===== config.mk =====
export PLATFORM = sky130hd
export DESIGN_NAME = icache_refill_ctrl
export DESIGN_NICKNAME = d
export VERILOG_FILES = /design/src/rtl/lagarto0_pkg.sv /design/src/rtl/refill_linebuf.sv /design/src/rtl/icache_refill_ctrl.sv
export SDC_FILE = /design/constraint.sdc
export NUM_CORES = 1
export LEC_CHECK = 0
export ABC_AREA = 1
export CORE_ASPECT_RATIO = 1.5
export CORE_MARGIN = 2
export CORE_UTILIZATION = 53
export CTS_CLUSTER_SIZE = 24
export DETAILED_ROUTE_END_ITERATION = 8
export HOLD_SLACK_MARGIN = 0.15
export PLACE_DENSITY = 0.95
export SLEW_MARGIN = 20
export SYNTH_ARGS = -nofsm -noshare
export SYNTH_HDL_FRONTEND = slang
export SYNTH_HIERARCHICAL = 1
export SYNTH_SLANG_ARGS = --single-unit

===== constraint.sdc =====
create_clock -name clk_i -period 6.2 [get_ports clk_i]
set_clock_uncertainty 0.15 [all_clocks]
set_input_delay 1.24 -clock clk_i [delete_from_list [all_inputs] [get_ports clk_i]]
set_output_delay 1.24 -clock clk_i [all_outputs]
set_load 0.05 [all_outputs]

===== src/rtl/lagarto0_pkg.sv =====
// Shared types and constants for the lagarto0 instruction-fetch path.
// Holds the icache refill FSM states, line/beat geometry and the fill payload.
package lagarto0_pkg;

   localparam int unsigned ADDR_SIZE        = 32;
   localparam int unsigned LINE_BITS        = 64;
   localparam int unsigned BEAT_BITS        = 32;
   localparam int unsigned REFILL_BEATS     = LINE_BITS / BEAT_BITS;
   localparam int unsigned LINE_OFFSET_BITS = 3;
   localparam int unsigned BEAT_IDX_BITS    = (REFILL_BEATS > 1) ? $clog2(REFILL_BEATS) : 1;

   typedef enum logic [2:0] {IDLE, REQ, WAIT, FILL, ERR} refill_state_t;

   typedef struct packed {
      logic [ADDR_SIZE-1:0] addr;
      logic [LINE_BITS-1:0] line;
   } fill_req_t;

   // Clear the byte-within-line offset of an address.
   function automatic logic [ADDR_SIZE-1:0] line_align(input logic [ADDR_SIZE-1:0] a);
      return a & ~ADDR_SIZE'((1 << LINE_OFFSET_BITS) - 1);
   endfunction

endpackage


===== src/rtl/refill_linebuf.sv =====
// Beat index and line assembly buffer for the icache refill sequencer.
// Beat b lands in line[b*BEAT_BITS +: BEAT_BITS]; beat 0 is the low word.
module refill_linebuf
   import lagarto0_pkg::*;
(
   input  logic                     i_clk,
   input  logic                     i_rst,
   input  logic                     i_clr,
   input  logic                     i_load,
   input  logic [BEAT_BITS-1:0]     i_data,
   output logic [BEAT_IDX_BITS-1:0] o_beat,
   output logic                     o_last,
   output logic [LINE_BITS-1:0]     o_line_ins_c
);

   logic [BEAT_IDX_BITS-1:0] r_beat;
   logic [LINE_BITS-1:0]     r_line;
   logic [LINE_BITS-1:0]     w_line_ins;

   // Current buffer with the incoming beat merged at the current index.
   always_comb begin
      w_line_ins = r_line;
      for (int unsigned b = 0; b < REFILL_BEATS; b++) begin
         if (r_beat == BEAT_IDX_BITS'(b)) begin
            w_line_ins[b*BEAT_BITS +: BEAT_BITS] = i_data;
         end
      end
   end

   always_ff @(posedge i_clk) begin
      if (i_rst || i_clr) begin
         r_beat <= '0;
         r_line <= '0;
      end else if (i_load) begin
         r_line <= w_line_ins;
         if (!o_last) begin
            r_beat <= r_beat + BEAT_IDX_BITS'(1);
         end
      end
   end

   assign o_beat       = r_beat;
   assign o_last       = (r_beat == BEAT_IDX_BITS'(REFILL_BEATS - 1));
   assign o_line_ins_c = w_line_ins;

endmodule


===== src/rtl/icache_refill_ctrl.sv =====
// L1 icache miss handler: stalls fetch, reads the line in beats and fills the icache.
// Define ICACHE_PERF_CNT_EN to build the saturating miss counter on miss_cnt_o.
module icache_refill_ctrl
   import lagarto0_pkg::*;
(
   input  logic                 clk_i,
   input  logic                 rst_i,
   input  logic                 req_valid_i,
   input  logic [ADDR_SIZE-1:0] req_pc_i,
   input  logic                 hit_i,
   output logic                 stall_o,
   output logic                 mem_req_o,
   output logic [ADDR_SIZE-1:0] mem_addr_o,
   input  logic                 mem_gnt_i,
   input  logic                 mem_rvalid_i,
   input  logic [BEAT_BITS-1:0] mem_rdata_i,
   input  logic                 mem_err_i,
   output logic                 fill_we_o,
   output logic [ADDR_SIZE-1:0] fill_addr_o,
   output logic [LINE_BITS-1:0] fill_line_o,
   output logic                 busy_o,
   output logic                 err_o,
   output logic [31:0]          miss_cnt_o
);

   refill_state_t            r_state, w_state_nxt;
   logic [ADDR_SIZE-1:0]     r_line_addr;
   logic                     r_err;
   logic                     r_fill_we;
   fill_req_t                r_fill;
   logic                     w_miss, w_start, w_load, w_set_err, w_to_fill, w_last;
   logic [BEAT_IDX_BITS-1:0] w_beat;
   logic [LINE_BITS-1:0]     w_line_ins;

   assign w_miss = req_valid_i & ~hit_i;

   refill_linebuf u_linebuf (
      .i_clk        (clk_i),
      .i_rst        (rst_i),
      .i_clr        (w_start),
      .i_load       (w_load),
      .i_data       (mem_rdata_i),
      .o_beat       (w_beat),
      .o_last       (w_last),
      .o_line_ins_c (w_line_ins)
   );

   always_ff @(posedge clk_i) begin
      if (rst_i) r_state <= IDLE;
      else       r_state <= w_state_nxt;
   end

   // Next state; responses are only accepted while waiting on a granted beat.
   always_comb begin
      w_state_nxt = r_state;
      w_start     = 1'b0;
      w_load      = 1'b0;
      w_set_err   = 1'b0;
      w_to_fill   = 1'b0;
      case (r_state)
         IDLE: if (w_miss) begin
            w_start     = 1'b1;
            w_state_nxt = REQ;
         end
         REQ:  if (mem_gnt_i) w_state_nxt = WAIT;
         WAIT: if (mem_rvalid_i) begin
            if (mem_err_i) begin
               w_set_err   = 1'b1;
               w_state_nxt = ERR;
            end else begin
               w_load = 1'b1;
               if (w_last) begin
                  w_to_fill   = 1'b1;
                  w_state_nxt = FILL;
               end else begin
                  w_state_nxt = REQ;
               end
            end
         end
         FILL:    w_state_nxt = IDLE;
         ERR:     w_state_nxt = ERR;
         default: w_state_nxt = IDLE;
      endcase
   end

   // Fill payload is captured once and held until the next refill completes.
   always_ff @(posedge clk_i) begin
      if (rst_i) begin
         r_line_addr <= '0;
         r_err       <= 1'b0;
         r_fill_we   <= 1'b0;
         r_fill      <= '0;
      end else begin
         if (w_start) r_line_addr <= line_align(req_pc_i);
         r_err     <= r_err | w_set_err;
         r_fill_we <= w_to_fill;
         if (w_to_fill) r_fill <= '{addr: r_line_addr, line: w_line_ins};
      end
   end

   assign stall_o     = w_miss | (r_state != IDLE);
   assign busy_o      = (r_state != IDLE);
   assign mem_req_o   = (r_state == REQ);
   assign mem_addr_o  = mem_req_o ? (r_line_addr + (ADDR_SIZE'(w_beat) << 2)) : '0;
   assign fill_we_o   = r_fill_we;
   assign fill_addr_o = r_fill.addr;
   assign fill_line_o = r_fill.line;
   assign err_o       = r_err;

`ifdef ICACHE_PERF_CNT_EN
   logic [31:0] r_miss_cnt;

   always_ff @(posedge clk_i) begin
      if (rst_i) begin
         r_miss_cnt <= '0;
      end else if (w_start && (r_miss_cnt != 32'hFFFF_FFFF)) begin
         r_miss_cnt <= r_miss_cnt + 32'd1;
      end
   end

   assign miss_cnt_o = r_miss_cnt;
`else
   assign miss_cnt_o = '0;
`endif

endmodule


==> impl_metrics.env, run 1 <==
export IMPL_finalPower_mw=2.99
export IMPL_path_buf_inv=3
export IMPL_area_growth_pct=26.2
export IMPL_die_area_um2=17900
export IMPL_grt_pass1_wl_um=34400
export IMPL_hold_viol_final=0
export IMPL_cts_setup_buffers=0
export IMPL_start_util_pct=53.5
export IMPL_core_area_um2=16600
export IMPL_cp_slowest_cell="clkdlybuf4s50_1"
export IMPL_peakVddDrop_mv=0.195
export IMPL_fin_crit_sh_pct=68.0
export IMPL_leakagePower_nw=5.11
export IMPL_tightestPinTransition_ns=0.934
export IMPL_p_sw_share_pct=30.7
export IMPL_cp_top_family="buffers and inverters"
export IMPL_slew_violations=0
export IMPL_fmax_ghz=0.237
export IMPL_status="completed"
export IMPL_nFillCells=1367
export IMPL_internal_power_mw=2.07
export IMPL_cts_resized=0
export IMPL_cp_cell_sequence="clkdlybuf4s50_1 > inv_1 > nand2_1 > nand3_1 > clkdlybuf4s50_1"
export IMPL_cts_tree="built"
export IMPL_cpPeakStageDelay_ns=0.84
export IMPL_overflow=0
export IMPL_crit_arrival_ns=2.82
export IMPL_place_port_buffers=195
export IMPL_start_kind="primary input"
export IMPL_cts_buffer_depth=2
export IMPL_vias=8635
export IMPL_clkSinkCount=192
export IMPL_io_pins=236
export IMPL_syn_inst=1419
export IMPL_critPathKind="primary input to primary output"
export IMPL_grt_pass1_vias=7709
export IMPL_pwr_share_seq_pct=44.3
export IMPL_diodes=0
export IMPL_layout_drive_gt1_share_pct=3.04
export IMPL_first_pass_iters=6
export IMPL_setup_viol=0
export IMPL_end_kind="primary output"
export IMPL_dp_hpwl_um=14100
export IMPL_grt_max_degree=125
export IMPL_p_comb_share_pct=20.0
export IMPL_final_cell_mix="nand2_1 (448), nor2_1 (352), clkdlybuf4s50_1 (195)"
export IMPL_fp_dieW_um=110
export IMPL_via_per_inst=4.83
export IMPL_drc_errors=0
export IMPL_power_density_nw_per_um2=267
export IMPL_avgSynthCellArea_um2=6.27
export IMPL_rsz0062_at_grt="false"
export IMPL_core_rowCount=58
export IMPL_cts_reportedPaths_clkPinSlew_ns=0.06
export IMPL_cts_root_buffer="clkbuf_16"
export IMPL_clkLatencyLatePin_ns=0.43
export IMPL_cap_violations=0
export IMPL_wl_um=21400
export IMPL_regArea_um2=3840
export IMPL_yosysUniqueCellTypes=21
export IMPL_antenna_left=0
export IMPL_drt_iter0_drc=597
export IMPL_tns_ns=0
export IMPL_place_congestion=0.810
export IMPL_yosysWarningCount=6
export IMPL_min_path_type="flip-flop to flip-flop"
export IMPL_post_drt_wl_per_cell_um=12.0
export IMPL_die_h_um=163
export IMPL_synth_area_um2=8890
export IMPL_antenna_found_initial=0
export IMPL_cp_common_cell="clkdlybuf4s50_1"
export IMPL_clkPwrFrac_pct=35.7
export IMPL_grt_total_usage_pct=23.8
export IMPL_ys_seq_area_share_pct=43.2
export IMPL_required_ns=4.81
export IMPL_nets=1635
export IMPL_synth_seq_cells=192
export IMPL_cts_buffers=17
export IMPL_h_tree_depth=4
export IMPL_fin_crit_ns=4.21
export IMPL_final_common_cell="nand2_1"
export IMPL_multi_input_area_um2=3870
export IMPL_switchingPower_mw=0.920
export IMPL_crit_fanout=5
export IMPL_timing_slew_headroom_pct=37.7
export IMPL_ctsHoldBuffers=0
-- layer usage --
layer	vias up	wire, um	global-route usage [%]
met1	3868	8780	26.8
met5	-	0	0
met3	55	1400	5.48
met2	305	10400	41.4
li1	4407	-	-
met4	0	827	11.6
-- worst paths after layout --
| path | start | end | slack (ns) | cells after the start |
|---|---|---|---|---|
| hold reg to reg | err_o$_SDFF_PP0_ | err_o$_SDFF_PP0_ | 0.32 | 2 |
| hold / removal | err_o$_SDFF_PP0_ | err_o$_SDFF_PP0_ | 0.32 | 2 |
| setup reg to reg | u_linebuf/o_beat$_SDFFE_PP0P_ | fill_line_o[21]$_SDFFE_PP0P_ | 3.39 | 8 |
| setup / recovery | hit_i | stall_o | 1.99 | 5 |
-- cell usage after synthesis --
cell	number	share of area, %
nand2_2	1	0.070
nand2_1	450	19
nor3_4	1	0.18
nor3_1	2	0.11
clkbuf_1	28	1.2
a21oi_1	30	1.7
nor2_2	1	0.070
o21ai_0	31	1.7
clkinv_1	1	0.042
nor3b_1	1	0.084
nand3_1	69	3.9
buf_2	36	2.0
nand4_1	2	0.14
buf_4	45	3.8
inv_1	169	7.1
nor2_1	352	15
inv_2	1	0.042
dfxtp_1	192	43
conb_1	1	0.042
buf_6	5	0.63
nor4_1	1	0.070
-- worst register-to-register path, stage by stage (launching register included) --
cell      delay (ns)
dfxtp_2         0.32
buf_4           0.55
clkinv_2        0.96
nand2_1         0.38
nand2_1         0.10
inv_1           0.06
nand2_1         0.05
nand2_1         0.08
nor2_1          0.06
-- registers in the layout, indices dropped and copies added, names as in the netlist --
name	flops
err_o	1
fill_addr_o	29
fill_line_o	64
fill_we_o	1
r_line_addr	29
r_state	3
u_linebuf/o_beat	1
u_linebuf/r_line	64
-- stage by stage --
| stage | cells | worst slack (ns) | instance area [um2] | hold WS [ns] | utilization [%] |
|---|---|---|---|---|---|
| 4_1_cts | 1787 | 1.90 | 11200 | 0.331 | 67.5 |
| 2_1_floorplan | 1455 | 3.05 | 9030 | 0.300 | - |
| 6_report | 1787 | 1.99 | 11200 | 0.323 | 67.6 |
| 5_1_grt | 1787 | 1.94 | 11200 | 0.350 | 67.6 |
| 3_3_place_gp | 1755 | 2.02 | 10700 | 0.309 | 64.1 |
| 3_5_place_dp | 1755 | 1.97 | 10700 | 0.319 | 64.1 |
-- cell families (layout without fill, tap and decap cells) --
group | count (synthesis) | count (layout) | synth area share (%)
AO/OA/AOI/OAI | 61 | 61 | 3.43
buffers and inverters | 285 | 407 | 14.9
flip-flops | 192 | 192 | 43.2
other | 1 | 37 | 0.0422
AND/OR/NAND/NOR | 880 | 880 | 38.5
-- power groups by stage --
stage	combinational, mW	sequential (mW)	clock (mW)
3_3_place_gp	0.580	1.35	0
2_1_floorplan	0.455	1.36	0
3_5_place_dp	0.595	1.35	0
5_1_grt	0.661	1.33	1.14
4_1_cts	0.598	1.33	1.10
6_report	0.599	1.33	1.07
-- area by class of cell --
class                      count  area share [%]
inverter                     171            5.74
clock buffer                  19            3.86
clock inverter                13            1.19
sequential                   192            34.3
multi-input combinational    978            34.5
tap                          210            2.34
timing repair buffer         204            18.1
Note: power is estimated with default switching activity, not from simulation.
==> run 2, diff against run 1 <==
- CORE_UTILIZATION: 53 -> 49
- PLACE_DENSITY: 0.95 -> 0.9
- clock period: 6.2 -> 4 ns (I/O delays scaled with it)
==> run 2 against run 1 <==
Against the previous run: sequential power up 55%; register-to-register slack worse by 2.2 ns; power up 55%; count of clock-buffer cells in the layout up 2; largest power group unchanged; worst hold slack better by 0.0054 ns; flip-flop and latch count unchanged; wire length down 0.83%.
==> impl_metrics.env, run 2 (synthesis results as in run 1) <==
export IMPL_status="completed"
export IMPL_grt_pass1_wl_um=34300
export IMPL_fin_crit_sh_pct=82.9
export IMPL_die_area_um2=19300
export IMPL_power_density_nw_per_um2=412
export IMPL_cts_root_buffer="clkbuf_16"
export IMPL_post_place_ws_ns=0.694
export IMPL_first_pass_iters=7
export IMPL_place_congestion=0.817
export IMPL_hold_viol_final=0
export IMPL_crit_fanout=5
export IMPL_tightestPinTransition_ns=0.925
export IMPL_fmax_ghz=0.302
export IMPL_overflow=0
export IMPL_core_rowCount=60
export IMPL_pwr_share_seq_pct=44.3
export IMPL_cap_violations=0
export IMPL_start_kind="primary input"
export IMPL_start_util_pct=49.8
export IMPL_grt_max_degree=130
export IMPL_clkSinkCount=192
export IMPL_cts_buffer_depth=2
export IMPL_place_port_buffers=195
export IMPL_end_kind="primary output"
export IMPL_slew_violations=0
export IMPL_layout_drive_gt1_share_pct=2.92
export IMPL_final_common_cell="nand2_1"
export IMPL_required_ns=3.05
export IMPL_timing_slew_headroom_pct=38.3
export IMPL_antenna_left=0
export IMPL_cts_setup_buffers=0
export IMPL_clkLatencyLatePin_ns=0.43
export IMPL_fin_crit_ns=3.32
export IMPL_die_h_um=169
export IMPL_p_sw_share_pct=31.1
export IMPL_ctsHoldBuffers=0
export IMPL_tns_ns=0
export IMPL_rsz0062_at_grt="false"
export IMPL_h_tree_depth=4
export IMPL_min_path_type="flip-flop to flip-flop"
export IMPL_drt_iter0_drc=576
export IMPL_wl_um=21200
export IMPL_cts_tree="built"
export IMPL_grt_pass1_vias=7665
export IMPL_setup_viol=0
export IMPL_critPathKind="primary input to primary output"
export IMPL_clkPwrFrac_pct=35.4
export IMPL_fin_util_pct=63.0
export IMPL_peakVddDrop_mv=0.235
export IMPL_antenna_found_initial=1
export IMPL_area_growth_pct=26.6
export IMPL_grt_total_usage_pct=21.9
export IMPL_cts_resized=0
export IMPL_io_pins=236
export IMPL_p_comb_share_pct=20.3
export IMPL_drc_errors=0
export IMPL_nets=1634
export IMPL_placed_cell_area_um2=10700
export IMPL_dp_hpwl_um=14300
export IMPL_cts_buffers=17
export IMPL_via_per_inst=4.70
export IMPL_fp_dieW_um=114
export IMPL_internal_power_mw=3.20
export IMPL_fin_area_um2=11300
export IMPL_crit_arrival_ns=2.37
export IMPL_cts_reportedPaths_clkPinSlew_ns=0.07
export IMPL_setup_ws_ns=0.684
export IMPL_vias=8429
export IMPL_core_area_um2=17900
export IMPL_post_drt_wl_per_cell_um=11.8
export IMPL_leakagePower_nw=5.12
export IMPL_final_cell_mix="nand2_1 (449), nor2_1 (352), clkdlybuf4s50_1 (195)"
export IMPL_switchingPower_mw=1.44
run 2: cell types whose count changed in the layout (fill, tap and decap cells not counted), moves of 2 or more:
cell,before,now
buf_12,1,4
buf_4,8,4
clkinv_2,7,4
clkbuf_8,0,2
run 2: per-stage QoR:
stage	total power [mW]	hold WS [ns]	std cells
2_1_floorplan	2.81	0.300	1455
3_3_place_gp	3.01	0.312	1761
3_5_place_dp	3.04	0.319	1761
4_1_cts	4.68	0.328	1793
5_1_grt	4.87	0.355	1794
6_report	4.64	0.328	1794
run 2: path summary, 6_finish.rpt:
path / slack [ns] / depth (start not counted) / endpoint / start
max: 0.68 / 4 / stall_o / req_valid_i
min: 0.33 / 2 / r_line_addr[3]$_SDFFE_PP0P_ / r_line_addr[3]$_SDFFE_PP0P_
max reg2reg: 1.15 / 8 / fill_line_o[17]$_SDFFE_PP0P_ / u_linebuf/o_beat$_SDFFE_PP0P_
min reg2reg: 0.33 / 2 / r_line_addr[3]$_SDFFE_PP0P_ / r_line_addr[3]$_SDFFE_PP0P_
run 2: layout make-up:
type | instances | area, um2
Fill cell | 1607 | 6600
Tap cell | 217 | 272
Multi-Input combinational cell | 978 | 3870
Timing Repair Buffer | 203 | 2060
Inverter | 171 | 646
Clock inverter | 11 | 105
Sequential cell | 192 | 3840
Antenna cell | 1 | 2.50
Clock buffer | 21 | 460
run 2: worst max-delay path, cell delays in order:
cell and delay (ns):
clkdlybuf4s50_1 0.49, nand2_1 0.06, nand3_1 0.16, clkdlybuf4s50_1 0.86
run 2: per-layer routing:
layer	vias to the layer above	track usage [%]	routed length, um	share of wire [%]
met5	-	0	0	0
met4	0	10.0	660	3.1
met2	245	39.6	10700	50
met3	39	4.91	1190	5.6
met1	3741	24.1	8700	41
li1	4404	-	-	-
run 2: power groups by stage:
stage	Clock, mW	Sequential [mW]	Combinational (mW)
after detailed placement	0	2.10	0.940
after global routing	1.76	2.06	1.05
after global placement	0	2.09	0.920
after CTS	1.68	2.05	0.945
final	1.64	2.06	0.943
after floorplan	0	2.10	0.706
==> run 3, diff against run 2 <==
- clock period: 4 -> 3.2 ns (I/O delays scaled with it)
==> run 3 against run 2 <==
Against the previous run: critical endpoint is now busy_o; final area increased by 0.68%; sequential share of layout area fell by 0.23 points; cell count is 0.28% higher; wire length down 0.26%; largest power group unchanged; register-to-register slack worse by 0.06 ns; highest routed layer unchanged; largest cell class unchanged.
==> impl_metrics.env, run 3 (synthesis results as in run 1) <==
export IMPL_layout_drive_gt1_share_pct=5.38
export IMPL_peakVddDrop_mv=0.369
export IMPL_antenna_left=0
export IMPL_rsz0062_at_grt="false"
export IMPL_via_per_inst=4.67
export IMPL_nets=1639
export IMPL_core_area_um2=17900
export IMPL_cts_setup_buffers=0
export IMPL_grt_pass1_vias=7569
export IMPL_fin_area_um2=11300
export IMPL_start_kind="flip-flop"
export IMPL_area_growth_pct=27.5
export IMPL_leakagePower_nw=5.26
export IMPL_placed_cell_area_um2=10700
export IMPL_setup_ws_ns=0.606
export IMPL_tns_ns=0
export IMPL_overflow=0
export IMPL_slew_violations=0
export IMPL_end_kind="primary output"
export IMPL_io_pins=236
export IMPL_post_place_ws_ns=0.549
export IMPL_place_congestion=0.827
export IMPL_start_util_pct=49.8
export IMPL_cts_resized=0
export IMPL_post_drt_wl_per_cell_um=11.8
export IMPL_clkLatencyLatePin_ns=0.43
export IMPL_power_density_nw_per_um2=538
export IMPL_grt_max_degree=122
export IMPL_first_pass_iters=5
export IMPL_die_area_um2=19300
export IMPL_cts_reportedPaths_clkPinSlew_ns=0.07
export IMPL_h_tree_depth=4
export IMPL_core_rowCount=60
export IMPL_vias=8402
export IMPL_grt_pass1_wl_um=34900
export IMPL_final_common_cell="nand2_1"
export IMPL_critPathKind="flip-flop to primary output"
export IMPL_ctsHoldBuffers=0
export IMPL_dpl_cell_count=1766
export IMPL_required_ns=2.41
export IMPL_timing_slew_headroom_pct=54.1
export IMPL_cts_root_buffer="clkbuf_16"
export IMPL_final_cell_mix="nand2_1 (449), nor2_1 (352), dfxtp_1 (191)"
export IMPL_tightestPinTransition_ns=0.688
export IMPL_layout_cells_non_filler=1799
export IMPL_hold_viol_final=0
export IMPL_fin_crit_ns=2.59
export IMPL_antenna_found_initial=1
export IMPL_place_port_buffers=195
export IMPL_grt_total_usage_pct=22.1
export IMPL_crit_fanout=5
export IMPL_fin_util_pct=63.5
export IMPL_min_path_type="flip-flop to flip-flop"
export IMPL_die_h_um=169
export IMPL_cts_tree="built"
export IMPL_fp_dieW_um=114
export IMPL_wl_um=21200
export IMPL_fmax_ghz=0.385
export IMPL_status="completed"
export IMPL_whs_path_depth=2
export IMPL_cts_buffer_depth=2
export IMPL_fin_crit_sh_pct=81.1
export IMPL_cap_violations=0
export IMPL_cts_buffers=17
export IMPL_setup_viol=0
export IMPL_reg2reg_depth=8
export IMPL_drc_errors=0
export IMPL_crit_arrival_ns=1.80
export IMPL_dp_hpwl_um=14100
export IMPL_drt_iter0_drc=599
export IMPL_clkSinkCount=192
-- run 3: cell types whose count changed in the layout (fill, tap and decap cells not counted), moves of 2 or more --
cell	previous run	this run
inv_8	1	3
buf_4	4	39
bufinv_16	1	4
clkinvlp_4	3	1
clkinv_2	4	0
buf_12	4	6
clkbuf_1	2	0
clkdlybuf4s50_1	195	163
-- run 3: cell type report --
| type | instances | area [um2] |
|---|---|---|
| clock buffers | 18 | 439 |
| fillers | 1564 | 6530 |
| clock inverters | 14 | 221 |
| flip-flops and latches | 192 | 3840 |
| diodes | 1 | 2.50 |
| multi-input cells | 978 | 3870 |
| inverters | 171 | 644 |
| repair buffers | 208 | 2040 |
| well taps | 217 | 272 |
-- run 3: final timing paths --
check / slack [ns] / end / start
worst min-delay path: 0.33 / r_line_addr[27]$_SDFFE_PP0P_ / r_line_addr[27]$_SDFFE_PP0P_
worst min register to register: 0.33 / r_line_addr[27]$_SDFFE_PP0P_ / r_line_addr[27]$_SDFFE_PP0P_
worst max register to register: 1.09 / u_linebuf/r_line[45]$_SDFFE_PP0P_ / r_state[0]$_SDFFE_PP0P_
worst max-delay path: 0.61 / busy_o / r_state[0]$_SDFFE_PP0P_
-- run 3: critical path, cell delays in order, from the launching register on --
cell and delay, ns:
dfxtp_1 0.42, nor2_2 0.09, nand2_1 0.06, clkdlybuf4s50_1 0.80
-- run 3: layer usage --
layer / GRT usage [%] / vias up / share of wire, %
li1: - / 4415 / -
met5: 0 / - / 0
met4: 8.85 / 0 / 2.4
met1: 25.7 / 3716 / 42
met2: 39.6 / 237 / 50
met3: 4.01 / 34 / 5.1
-- run 3: stage by stage --
step	hold slack, ns	total power [mW]
finish	0.328	6.10
global route	0.350	6.39
CTS	0.329	6.15
detailed placement	0.318	3.79
global placement	0.311	3.76
floorplan	0.300	3.51
-- run 3: power by group --
group / total (mW) / leakage, nW / switching [mW] / internal [mW]
logic: 1.17 / 3.38 / 0.810 / 0.361
registers: 2.57 / 1.55 / 0.0554 / 2.51
clock network: 2.36 / 0.320 / 0.996 / 1.36
total: 6.10 / 5.26 / 1.86 / 4.24
